$ cat config.mk
export PLATFORM = sky130hd
export DESIGN_NAME = cpu_boot_loader
export DESIGN_NICKNAME = d
export VERILOG_FILES = /design/src/rtl/cpu_boot_loader.sv
export SDC_FILE = /design/constraint.sdc
export NUM_CORES = 1
export LEC_CHECK = 0
export CAP_MARGIN = 20
export CORE_MARGIN = 5
export CORE_UTILIZATION = 29
export CTS_BUF_LIST = sky130_fd_sc_hd__clkbuf_8
export CTS_CLUSTER_SIZE = 16
export DETAILED_ROUTE_END_ITERATION = 8
export GPL_TIMING_DRIVEN = 1
export HOLD_SLACK_MARGIN = 0.05
export SLEW_MARGIN = 20
export SYNTH_ARGS = -nofsm -noshare
export SYNTH_HDL_FRONTEND = slang
export SYNTH_SLANG_ARGS = --single-unit
$ cat constraint.sdc
create_clock -name clk -period 4.7 [get_ports clk]
set_clock_uncertainty 0.1 [all_clocks]
set_input_delay 1.175 -clock clk [delete_from_list [all_inputs] [get_ports clk]]
set_output_delay 1.175 -clock clk [all_outputs]
set_load 0.03 [all_outputs]
$ cat src/rtl/cpu_boot_loader.sv
// Byte-serial image loader: header, code words (high byte first), data bytes, checksum.
// All outputs registered; one byte per cycle when rx_valid is held, CPU released only on a good checksum.
module cpu_boot_loader #(
  parameter int CODE_BASE  = 32,
  parameter int CMEM_DEPTH = 64,
  parameter int DMEM_DEPTH = 16,
  localparam int CA_W = $clog2(CMEM_DEPTH),
  localparam int DA_W = $clog2(DMEM_DEPTH)
) (
  input  logic            clk,
  input  logic            reset,
  input  logic            start,
  input  logic [7:0]      rx_data,
  input  logic            rx_valid,
  output logic            rx_ready,
  output logic            cmem_we,
  output logic [CA_W-1:0] cmem_addr,
  output logic [15:0]     cmem_wdata,
  output logic            dmem_we,
  output logic [DA_W-1:0] dmem_addr,
  output logic [7:0]      dmem_wdata,
  output logic            cpu_reset,
  output logic            busy,
  output logic            done,
  output logic            err
);

  typedef enum logic [3:0] {
    IDLE,
    HDR_CODE,
    HDR_DATA,
    CODE_HI,
    CODE_LO,
    DATA,
    CHECK,
    RUN,
    ERROR
  } state_t;

  localparam logic [CA_W-1:0] BASE_ADDR = CA_W'(CODE_BASE);
  localparam logic [CA_W:0]   WORD_ONE  = 1;
  localparam logic [DA_W:0]   BYTE_ONE  = 1;

  state_t          state, state_d;
  logic [CA_W:0]   n_code, n_code_d;
  logic [DA_W:0]   n_data, n_data_d;
  logic [CA_W:0]   word_idx, word_idx_d;
  logic [DA_W:0]   byte_idx, byte_idx_d;
  logic [7:0]      hi_byte, hi_byte_d;
  logic [7:0]      sum, sum_d;

  logic            rx_ready_d;
  logic            cmem_we_d;
  logic [CA_W-1:0] cmem_addr_d;
  logic [15:0]     cmem_wdata_d;
  logic            dmem_we_d;
  logic [DA_W-1:0] dmem_addr_d;
  logic [7:0]      dmem_wdata_d;
  logic            cpu_reset_d;
  logic            busy_d;
  logic            done_d;
  logic            err_d;

  logic            accept;

  // rx_ready is registered from the state, so it always reflects the current state.
  assign accept = rx_valid && rx_ready;

  always_comb begin
    state_d      = state;
    n_code_d     = n_code;
    n_data_d     = n_data;
    word_idx_d   = word_idx;
    byte_idx_d   = byte_idx;
    hi_byte_d    = hi_byte;
    sum_d        = sum;
    cmem_we_d    = 1'b0;
    cmem_addr_d  = cmem_addr;
    cmem_wdata_d = cmem_wdata;
    dmem_we_d    = 1'b0;
    dmem_addr_d  = dmem_addr;
    dmem_wdata_d = dmem_wdata;
    cpu_reset_d  = cpu_reset;
    busy_d       = busy;
    done_d       = done;
    err_d        = err;

    case (state)
      IDLE, RUN, ERROR: begin
        if (start) begin
          state_d     = HDR_CODE;
          sum_d       = 8'd0;
          word_idx_d  = '0;
          byte_idx_d  = '0;
          busy_d      = 1'b1;
          done_d      = 1'b0;
          err_d       = 1'b0;
          cpu_reset_d = 1'b1;
        end
      end

      HDR_CODE: begin
        if (accept) begin
          sum_d = sum + rx_data;
          if (rx_data == 8'd0 || rx_data > 8'(CMEM_DEPTH)) begin
            state_d = ERROR;
            err_d   = 1'b1;
            busy_d  = 1'b0;
          end else begin
            n_code_d = rx_data[CA_W:0];
            state_d  = HDR_DATA;
          end
        end
      end

      HDR_DATA: begin
        if (accept) begin
          sum_d = sum + rx_data;
          if (rx_data > 8'(DMEM_DEPTH)) begin
            state_d = ERROR;
            err_d   = 1'b1;
            busy_d  = 1'b0;
          end else begin
            n_data_d = rx_data[DA_W:0];
            state_d  = CODE_HI;
          end
        end
      end

      CODE_HI: begin
        if (accept) begin
          sum_d     = sum + rx_data;
          hi_byte_d = rx_data;
          state_d   = CODE_LO;
        end
      end

      CODE_LO: begin
        if (accept) begin
          sum_d        = sum + rx_data;
          cmem_we_d    = 1'b1;
          // Address arithmetic is modulo the memory depth, so the image may wrap past the top.
          cmem_addr_d  = BASE_ADDR + word_idx[CA_W-1:0];
          cmem_wdata_d = {hi_byte, rx_data};
          word_idx_d   = word_idx + WORD_ONE;
          if ((word_idx + WORD_ONE) == n_code) begin
            state_d = (n_data != '0) ? DATA : CHECK;
          end else begin
            state_d = CODE_HI;
          end
        end
      end

      DATA: begin
        if (accept) begin
          sum_d        = sum + rx_data;
          dmem_we_d    = 1'b1;
          dmem_addr_d  = byte_idx[DA_W-1:0];
          dmem_wdata_d = rx_data;
          byte_idx_d   = byte_idx + BYTE_ONE;
          if ((byte_idx + BYTE_ONE) == n_data) begin
            state_d = CHECK;
          end
        end
      end

      CHECK: begin
        if (accept) begin
          busy_d = 1'b0;
          if (rx_data == sum) begin
            state_d     = RUN;
            done_d      = 1'b1;
            cpu_reset_d = 1'b0;
          end else begin
            state_d = ERROR;
            err_d   = 1'b1;
          end
        end
      end

      default: begin
        state_d = IDLE;
      end
    endcase

    rx_ready_d = (state_d != IDLE) && (state_d != RUN) && (state_d != ERROR);
  end

  always_ff @(posedge clk) begin
    if (reset) begin
      state      <= IDLE;
      n_code     <= '0;
      n_data     <= '0;
      word_idx   <= '0;
      byte_idx   <= '0;
      hi_byte    <= 8'd0;
      sum        <= 8'd0;
      rx_ready   <= 1'b0;
      cmem_we    <= 1'b0;
      cmem_addr  <= '0;
      cmem_wdata <= 16'd0;
      dmem_we    <= 1'b0;
      dmem_addr  <= '0;
      dmem_wdata <= 8'd0;
      cpu_reset  <= 1'b1;
      busy       <= 1'b0;
      done       <= 1'b0;
      err        <= 1'b0;
    end else begin
      state      <= state_d;
      n_code     <= n_code_d;
      n_data     <= n_data_d;
      word_idx   <= word_idx_d;
      byte_idx   <= byte_idx_d;
      hi_byte    <= hi_byte_d;
      sum        <= sum_d;
      rx_ready   <= rx_ready_d;
      cmem_we    <= cmem_we_d;
      cmem_addr  <= cmem_addr_d;
      cmem_wdata <= cmem_wdata_d;
      dmem_we    <= dmem_we_d;
      dmem_addr  <= dmem_addr_d;
      dmem_wdata <= dmem_wdata_d;
      cpu_reset  <= cpu_reset_d;
      busy       <= busy_d;
      done       <= done_d;
      err        <= err_d;
    end
  end

endmodule

==> flow_summary.toml, run 1 <==
[place]
placed_area_mm2 = 0.00466
place_hpwl_um = 7430
gp_congestion = 0.865
port_buffers = 52

[grt]
antenna_found_initial = 0
grt.overflow.total = 0
grt_pass1_vias = 3353
grt_pass1_wl_um = 17200
grtUsageTotal_pct = 13.4
grt_max_degree = 63

[flow_run]
drv_cap = 0

[worst_setup_path]
cp_slowest_cell = "clkdlybuf4s50_1"
crit_chain = "clkdlybuf4s50_1, ha_1, nor4_1, nand4_1, nor2_1, nor2_1, o211ai_1, and3b_1, a211oi_2"
cp_slowest_stage_delay_ns = 0.81
critPathLaunchType = "input pin"
crit_arrival_ns = 3.86
cp-end-kind = "flop"
crit_top_cell = "nor2_1"
crit_type = "in -> reg"
path_max_fanout = 8
required_ns = 4.88

[cts]
cts_root_buf = "clkbuf_8"
cts_resized = 0
h-tree-depth = 3
cts_tree = "done"
cts_buffers = 9
postCtsHoldBufs = 0
numClockSinks = 85
cts_setup_buffers = 0
clk_latency_ns = 0.37
clockBufferDepth = 2
clkTransAtPathRegs_ns = 0.09

[die]
ios = 53
die-area_mm2 = 0.0161
start_util_pct = 29.8
core_area_mm2 = 0.0133
dieWidth_um = 127
die-height_um = 127
num_rows = 42

[sta]
final.setup.tns_ns = 0
finalHoldViolCount = 0
min_period_ns = 3.68
drv_slew = 0
fin_crit_sh_pct = 78.3
tightest_slew_ns = 0.750
relSlewSlack_pct = 49.6
timing.fmax_mhz = 272
finalSetupViolations = 0
rsz0062_at_grt = "no"

[synth]
yosys.area.top_type = "dfxtp_1"
yosys.area.top_type_share_pct = 42.8
ys_types = 49
synth_top_cells_by_count = "85 x dfxtp_1, 79 x nand2_1, 68 x nor2_1"
syn_nets = 505
synth.avg_cell_area_um2 = 8.23
synth_area_leaders = "dfxtp_1 43%, nand2_1 7.5%, a21oi_1 6.5%"
seq_area_frac_synth_pct = 42.8
synth-async-reset-ratio_pct = 0
mappedNetlistArea_mm2 = 0.00397
synth_edf_count = 0
yosysMostFrequentCell = "dfxtp_1"
synth_seq_cells = 85
yosys_warnings = 0
syn_inst = 483
ys.flop_type = "dfxtp_1"

[pwr]
pwr-share-clk_pct = 38.4
internal-power_w = 0.00103
pwr-share-seq_pct = 52.3
ir_drop_v = 0.000141
switching_power_w = 0.000380
p_per_area_mw_per_mm2 = 289
power.leakage_nw = 1.79
netSwitchingFraction_pct = 27.0
p_comb_share_pct = 9.3

[routing]
ant_nets = 0
drc_errors = 0
dr.pass1.iters = 4
drt-total-wl_um = 10500
drt_iter0_drc = 285
wire_per_inst_um = 14.8
vias = 3564
viasPerCell = 5.03

[final_layout]
drive_gt1_share_pct = 5.82
synthToLayoutAreaGrowth_pct = 22.6
fillCellCount = 1438
final_cell_area_mm2 = 0.00487
finalNetCount = 550
antenna_cells = 0

[outcome]
status = "completed"

[hold_path]
hold_path_class = "reg -> reg"
==> sequential cells by signal (all words and copies together) (netlist names), 4 cells and up <==
register / cells
byte_idx: 5
cmem_addr: 6
cmem_wdata: 16
dmem_addr: 4
dmem_wdata: 8
hi_byte: 8
n_code: 7
n_data: 5
state: 4
sum: 8
word_idx: 7
==> cell families (layout without fill, tap and decap cells) <==
kind of cell	after synthesis	count (layout)	share of synthesized area, %
AO/OA/AOI/OAI	101	101	16.0
XOR/XNOR	28	28	6.17
adder cells (fa/ha/maj)	10	10	3.34
buffers and inverters	31	81	3.02
flip-flops	85	85	42.8
multiplexers	21	21	5.29
AND/OR/NAND/NOR	207	207	23.4
==> path summary, 6_finish.rpt <==
kind,from,to,slack (ns),cells after the start
worst min-delay path,hi_byte[5],cmem_wdata[13],0.35,2
worst max-delay path,rx_data[6],rx_ready,1.02,9
worst min register to register,hi_byte[5],cmem_wdata[13],0.35,2
worst max register to register,state[2],rx_ready,1.61,7
==> area by class of cell <==
type | count | area [um^2] | area share (%)
tap | 176 | 220 | 4.52
inverter | 6 | 22.5 | 0.462
clock inverter | 7 | 81.3 | 1.67
timing repair buffer | 59 | 571 | 11.7
sequential | 85 | 1700 | 34.9
clock buffer | 9 | 124 | 2.54
multi-input combinational | 367 | 2150 | 44.2
==> power groups by stage <==
stage	Clock, W	Combinational [W]	Sequential, W
5_1_grt	0.000592	0.000143	0.000737
4_1_cts	0.000559	0.000131	0.000736
6_report	0.000540	0.000131	0.000736
3_5_place_dp	0	0.000130	0.000753
2_1_floorplan	0	0.0000804	0.000754
3_3_place_gp	0	0.000128	0.000753
==> layer usage <==
metal	vias to the layer above	wire length [um]	part of all wire, %	global-route usage [%]
li1	1758	-	-	-
met1	1683	4740	45	16.7
met2	97	5040	48	22.0
met3	26	445	4.2	2.88
met4	0	269	2.6	6.25
met5	-	0	0	0
==> layout by cell type (no fill, tap or decap), types with 3 or more instances in the layout <==
cell and count:
xor2_1 8, o21ai_0 11, inv_1 6, nor2_1 68, nor2b_1 5, and2_1 3, a21o_1 7, dfxtp_1 85
nand4_1 3, buf_4 8, mux2i_1 21, ha_1 9, a22oi_1 9, nor3_1 14, clkdlybuf4s50_1 51, nor3b_1 3
nand3b_1 3, nand3_1 10, xnor2_1 20, clkbuf_8 9, a21oi_1 52, and3_1 4, nand2_1 79
==> metrics by stage <==
stage	worst slack, ns	hold slack, ns	cells	power [W]	util (%)
CTS	1.01	0.360	709	0.00143	36.5
detailed placement	0.630	0.347	693	0.000883	34.9
global route	0.843	0.381	709	0.00147	36.5
global placement	0.668	0.340	693	0.000881	34.9
finish	1.02	0.353	709	0.00141	36.5
floorplan	1.58	0.331	483	0.000835	-
==> critical path, delay by kind of cell <==
kind,cells,cell delay [ns]
AO/OA/AOI/OAI,2,0.37
adder cells (fa/ha/maj),1,0.37
buffers and inverters,1,0.81
AND/OR/NAND/NOR,5,1.14
Note: power is estimated with default switching activity, not from simulation.
==> inputs of run 2 (changes only) <==
- clock period: 4.7 -> 3.6 ns (I/O delays scaled with it)
==> run 2 against run 1 <==
Net effect:
- design area increased by 2.5%
- power rose by 24%
- clock power grew 10%
- non-clock buffer count up 20
- via count rose by 2.4%
- worst hold slack gained 0.0033 ns
- sequential cell count did not move
- register-to-register slack worse by 0.60 ns
==> flow_summary.toml, run 2 (synthesis gave the netlist of run 1 again) <==
[final_layout]
finalNetCount = 570
most-common-layout-cells = "85 x dfxtp_1, 79 x nand2_1, 68 x nor2_1, 52 x a21oi_1, 51 x clkdlybuf4s50_1"
drive_gt1_share_pct = 8.86
register_area_mm2 = 0.00170
fillCellCount = 1399
synthToLayoutAreaGrowth_pct = 25.7
largest-register = "cmem_wdata"
multi_input_area_mm2 = 0.00215
antenna_cells = 0
final_cell_area_mm2 = 0.00499
final_common_cell = "dfxtp_1"
largest_reg_flops = 16

[routing]
ant_nets = 0
drc_errors = 0
vias = 3651
drt-total-wl_um = 11000
dr.pass1.iters = 5
wire_per_inst_um = 15.1
drt_iter0_drc = 265
viasPerCell = 5.01

[worst_setup_path]
path_buf_inv = 1
cp_slowest_stage_delay_ns = 0.60
critPathLaunchType = "input pin"
crit_arrival_ns = 3.39
crit_type = "in -> reg"
required_ns = 3.78
cp-end-kind = "flop"
crit_chain = "clkdlybuf4s50_1, or4_4, a2111oi_4, nand4b_1, a21o_1, o221ai_1, nor3_1, and3b_1, a211oi_2"
path_max_fanout = 4
cp_slowest_cell = "or4_4"
critical_path.top_delay_family = "simple AND/OR/NAND/NOR gates"

[die]
die-area_mm2 = 0.0161
num_rows = 42
ios = 53
start_util_pct = 29.8
die-height_um = 127
core_area_mm2 = 0.0133
dieWidth_um = 127

[place]
port_buffers = 52
placed_area_mm2 = 0.00483
gp_congestion = 0.879
place_hpwl_um = 7950
dp_slack_ns = 0.0448

[sta]
tightest_slew_ns = 0.597
final.setup.tns_ns = 0
timing.fmax_mhz = 311
drv_slew = 0
setup_slack_ns = 0.390
fin_crit_sh_pct = 89.2
min_period_ns = 3.21
rsz0062_at_grt = "no"
finalHoldViolCount = 0
relSlewSlack_pct = 59.2
finalSetupViolations = 0

[hold_path]
hold_path_class = "reg -> reg"

[grt]
grt_max_degree = 59
grt_pass1_vias = 3515
grtUsageTotal_pct = 13.9
grt_pass1_wl_um = 18000
antenna_found_initial = 0
grt.overflow.total = 0

[pwr]
ir_drop_v = 0.000187
p_per_area_mw_per_mm2 = 350
power.leakage_nw = 1.87

[cts]
h-tree-depth = 3
cts_setup_buffers = 0
cts_resized = 0
cts_tree = "done"
cts_buffers = 9
numClockSinks = 85
postCtsHoldBufs = 0
clk_latency_ns = 0.36
clockBufferDepth = 2
cts_root_buf = "clkbuf_8"
clkTransAtPathRegs_ns = 0.08

[flow_run]
drv_cap = 0

[outcome]
status = "completed"
run 2: worst min-delay path, stage by stage (launching register included):
cell and delay (ns):
dfxtp_1 0.32, nand2_1 0.05, a21oi_1 0.05
run 2: final timing paths:
kind | start | to | slack, ns | cells after the start
worst max-delay path | rx_data[1] | rx_ready | 0.39 | 9
worst min-delay path | cmem_addr[0] | cmem_addr[0] | 0.36 | 2
worst max register to register | word_idx[0] | rx_ready | 1.01 | 9
worst min register to register | cmem_addr[0] | cmem_addr[0] | 0.36 | 2
run 2: where the power goes:
part	internal (W)	total, W	switching (W)
Sequential	0.000948	0.000961	0.0000125
Combinational	0.0000748	0.000190	0.000116
Clock	0.000247	0.000595	0.000349
run 2: per-layer routing:
layer	track usage [%]	vias to the layer above	share of wire, %	wire length (um)
met1	17.9	1710	45	4950
met3	2.96	24	5.0	552
li1	-	1806	-	-
met4	7.26	0	3.6	401
met5	0	-	0	0
met2	21.8	111	46	5100
run 2: cell type report:
| cell class | instances | area share [%] |
|---|---|---|
| Tap cell | 176 | 4.41 |
| Clock inverter | 7 | 0.852 |
| Sequential cell | 85 | 34.1 |
| Timing Repair Buffer | 79 | 14.6 |
| Inverter | 6 | 0.451 |
| Multi-Input combinational cell | 367 | 43.1 |
| Clock buffer | 9 | 2.48 |
run 2: per-stage QoR:
stage	util, %	power (W)	instances	hold slack [ns]
after detailed placement	36.2	0.00117	713	0.348
after global placement	36.2	0.00117	713	0.346
after global routing	37.4	0.00183	729	0.378
final	37.4	0.00175	729	0.357
after CTS	37.4	0.00177	729	0.361
after floorplan	-	0.00109	483	0.331
==> inputs of run 3 (changes only) <==
- CORE_UTILIZATION: 29 -> 55
- DONT_BUFFER_PORTS: unset -> 1
- PLACE_DENSITY: unset -> 0.7
==> run 3 against run 2 <==
Net effect:
- via count shrank 7.2%
- critical path depth shrank 1
- core utilization grew 22 points
- first-iteration DRC count shrank 23%
- sequential share of layout area grew 5.9 points
- combinational power shrank 42%
- power grew 0.52%
==> flow_summary.toml, run 3 (synthesis gave the netlist of run 1 again) <==
[outcome]
status = "completed"

[routing]
drt_iter0_drc = 204
drc_errors = 0
vias = 3387
wire_per_inst_um = 17.0
viasPerCell = 5.85
dr.pass1.iters = 4
drt-total-wl_um = 9840
ant_nets = 0

[pwr]
p_per_area_mw_per_mm2 = 413
pwr-share-seq_pct = 55.3
pwr-share-clk_pct = 38.4
netSwitchingFraction_pct = 25.1
switching_power_w = 0.000440
ir_drop_v = 0.000291
power.total_w = 0.00176
power.leakage_nw = 1.59
internal-power_w = 0.00132
p_comb_share_pct = 6.3

[worst_setup_path]
r2r_cells = 8
crit_arrival_ns = 2.89
cp-end-kind = "flop"
crit_type = "reg -> reg"
path_max_fanout = 15
r2r-start = "state[2]"
critPathLaunchType = "flop"
rrSetupSlack_ns = 0.88
reg2reg_to = "rx_ready"
required_ns = 3.77

[die]
start_util_pct = 55.7
core_area_mm2 = 0.00714
die-area_mm2 = 0.00903
ios = 53
dieWidth_um = 95
num_rows = 31
die-height_um = 95

[flow_run]
drv_cap = 0

[sta]
finalHoldViolCount = 0
fin_crit_sh_pct = 75.6
min_period_ns = 2.72
finalSetupViolations = 0
final.setup.tns_ns = 0
timing.fmax_mhz = 367
tightest_slew_ns = 0.697
drv_slew = 0
rsz0062_at_grt = "no"
relSlewSlack_pct = 53.2

[cts]
postCtsHoldBufs = 0
clockBufferDepth = 2
numClockSinks = 85
cts_root_buf = "clkbuf_8"
clk_latency_ns = 0.35
cts_resized = 0
cts_buffers = 9
clkTransAtPathRegs_ns = 0.09
cts_setup_buffers = 0
h-tree-depth = 3
cts_tree = "done"

[final_layout]
most-common-layout-cells = "85 x dfxtp_1, 79 x nand2_1, 67 x nor2_1, 52 x a21oi_1, 21 x mux2i_1"
synthToLayoutAreaGrowth_pct = 6.99
final_common_cell = "dfxtp_1"
finalNetCount = 498
antenna_cells = 0
largest-register = "cmem_wdata"
final_cell_area_mm2 = 0.00425
largest_reg_flops = 16
drive_gt1_share_pct = 6.25

[hold_path]
hp-start = "hi_byte[0]"
worstHoldPathCells = 2
hold_path_class = "reg -> reg"
whs_endpoint = "cmem_wdata[8]"

[place]
place_hpwl_um = 6850
placed_area_mm2 = 0.00406
gp_congestion = 0.888
port_buffers = 0

[grt]
antenna_found_initial = 0
grt_max_degree = 83
grt.overflow.total = 0
grt_pass1_wl_um = 15900
grt_pass1_vias = 3147
grtUsageTotal_pct = 22.9
## run 3: final cells by class
class	instances	area (um^2)
sequential	85	1700
clock inverter	6	72.6
tap	99	124
multi-input combinational	367	2150
fill	696	2890
clock buffer	9	124
timing repair buffer	7	52.6
inverter	6	22.5
## run 3: power by group through the flow
stage               clock, W  sequential, W  combinational [W]
finish              0.000674       0.000971           0.000111
global route        0.000726       0.000972           0.000124
CTS                 0.000689       0.000970           0.000111
detailed placement         0       0.000992           0.000109
global placement           0       0.000992           0.000108
floorplan                  0       0.000985           0.000105
## run 3: worst max path at each step
stage	start	end	cells past startpoint
after floorplan	rx_data[0]	rx_ready	8
after global placement	rx_data[0]	rx_ready	8
after detailed placement	rx_data[0]	rx_ready	8
after CTS	state[2]	rx_ready	8
after global routing	state[2]	rx_ready	8
final	state[2]	rx_ready	8
## run 3: metal layers
layer  track usage (%)  wire [um]  vias up
li1                  -          -     1660
met1              30.8       4490     1631
met2              36.2       4710       80
met3              3.98        436       16
met4              9.25        204        0
met5                 0          0        -
## run 3: critical path, stage by stage (launching register included)
cell,delay [ns]
dfxtp_1,0.64
nand2b_1,0.26
nor3_1,0.59
nand2_1,0.16
buf_4,0.23
a31oi_1,0.18
nor3_1,0.09
and3b_1,0.20
a211oi_2,0.19
## run 3: per-stage QoR
stage | instances | hold WS [ns] | util (%) | setup slack (ns)
floorplan | 483 | 0.331 | - | 0.758
global placement | 564 | 0.337 | 56.8 | 0.602
detailed placement | 564 | 0.342 | 56.8 | 0.576
CTS | 579 | 0.356 | 59.6 | 0.915
global route | 579 | 0.375 | 59.6 | 0.586
finish | 579 | 0.354 | 59.6 | 0.878
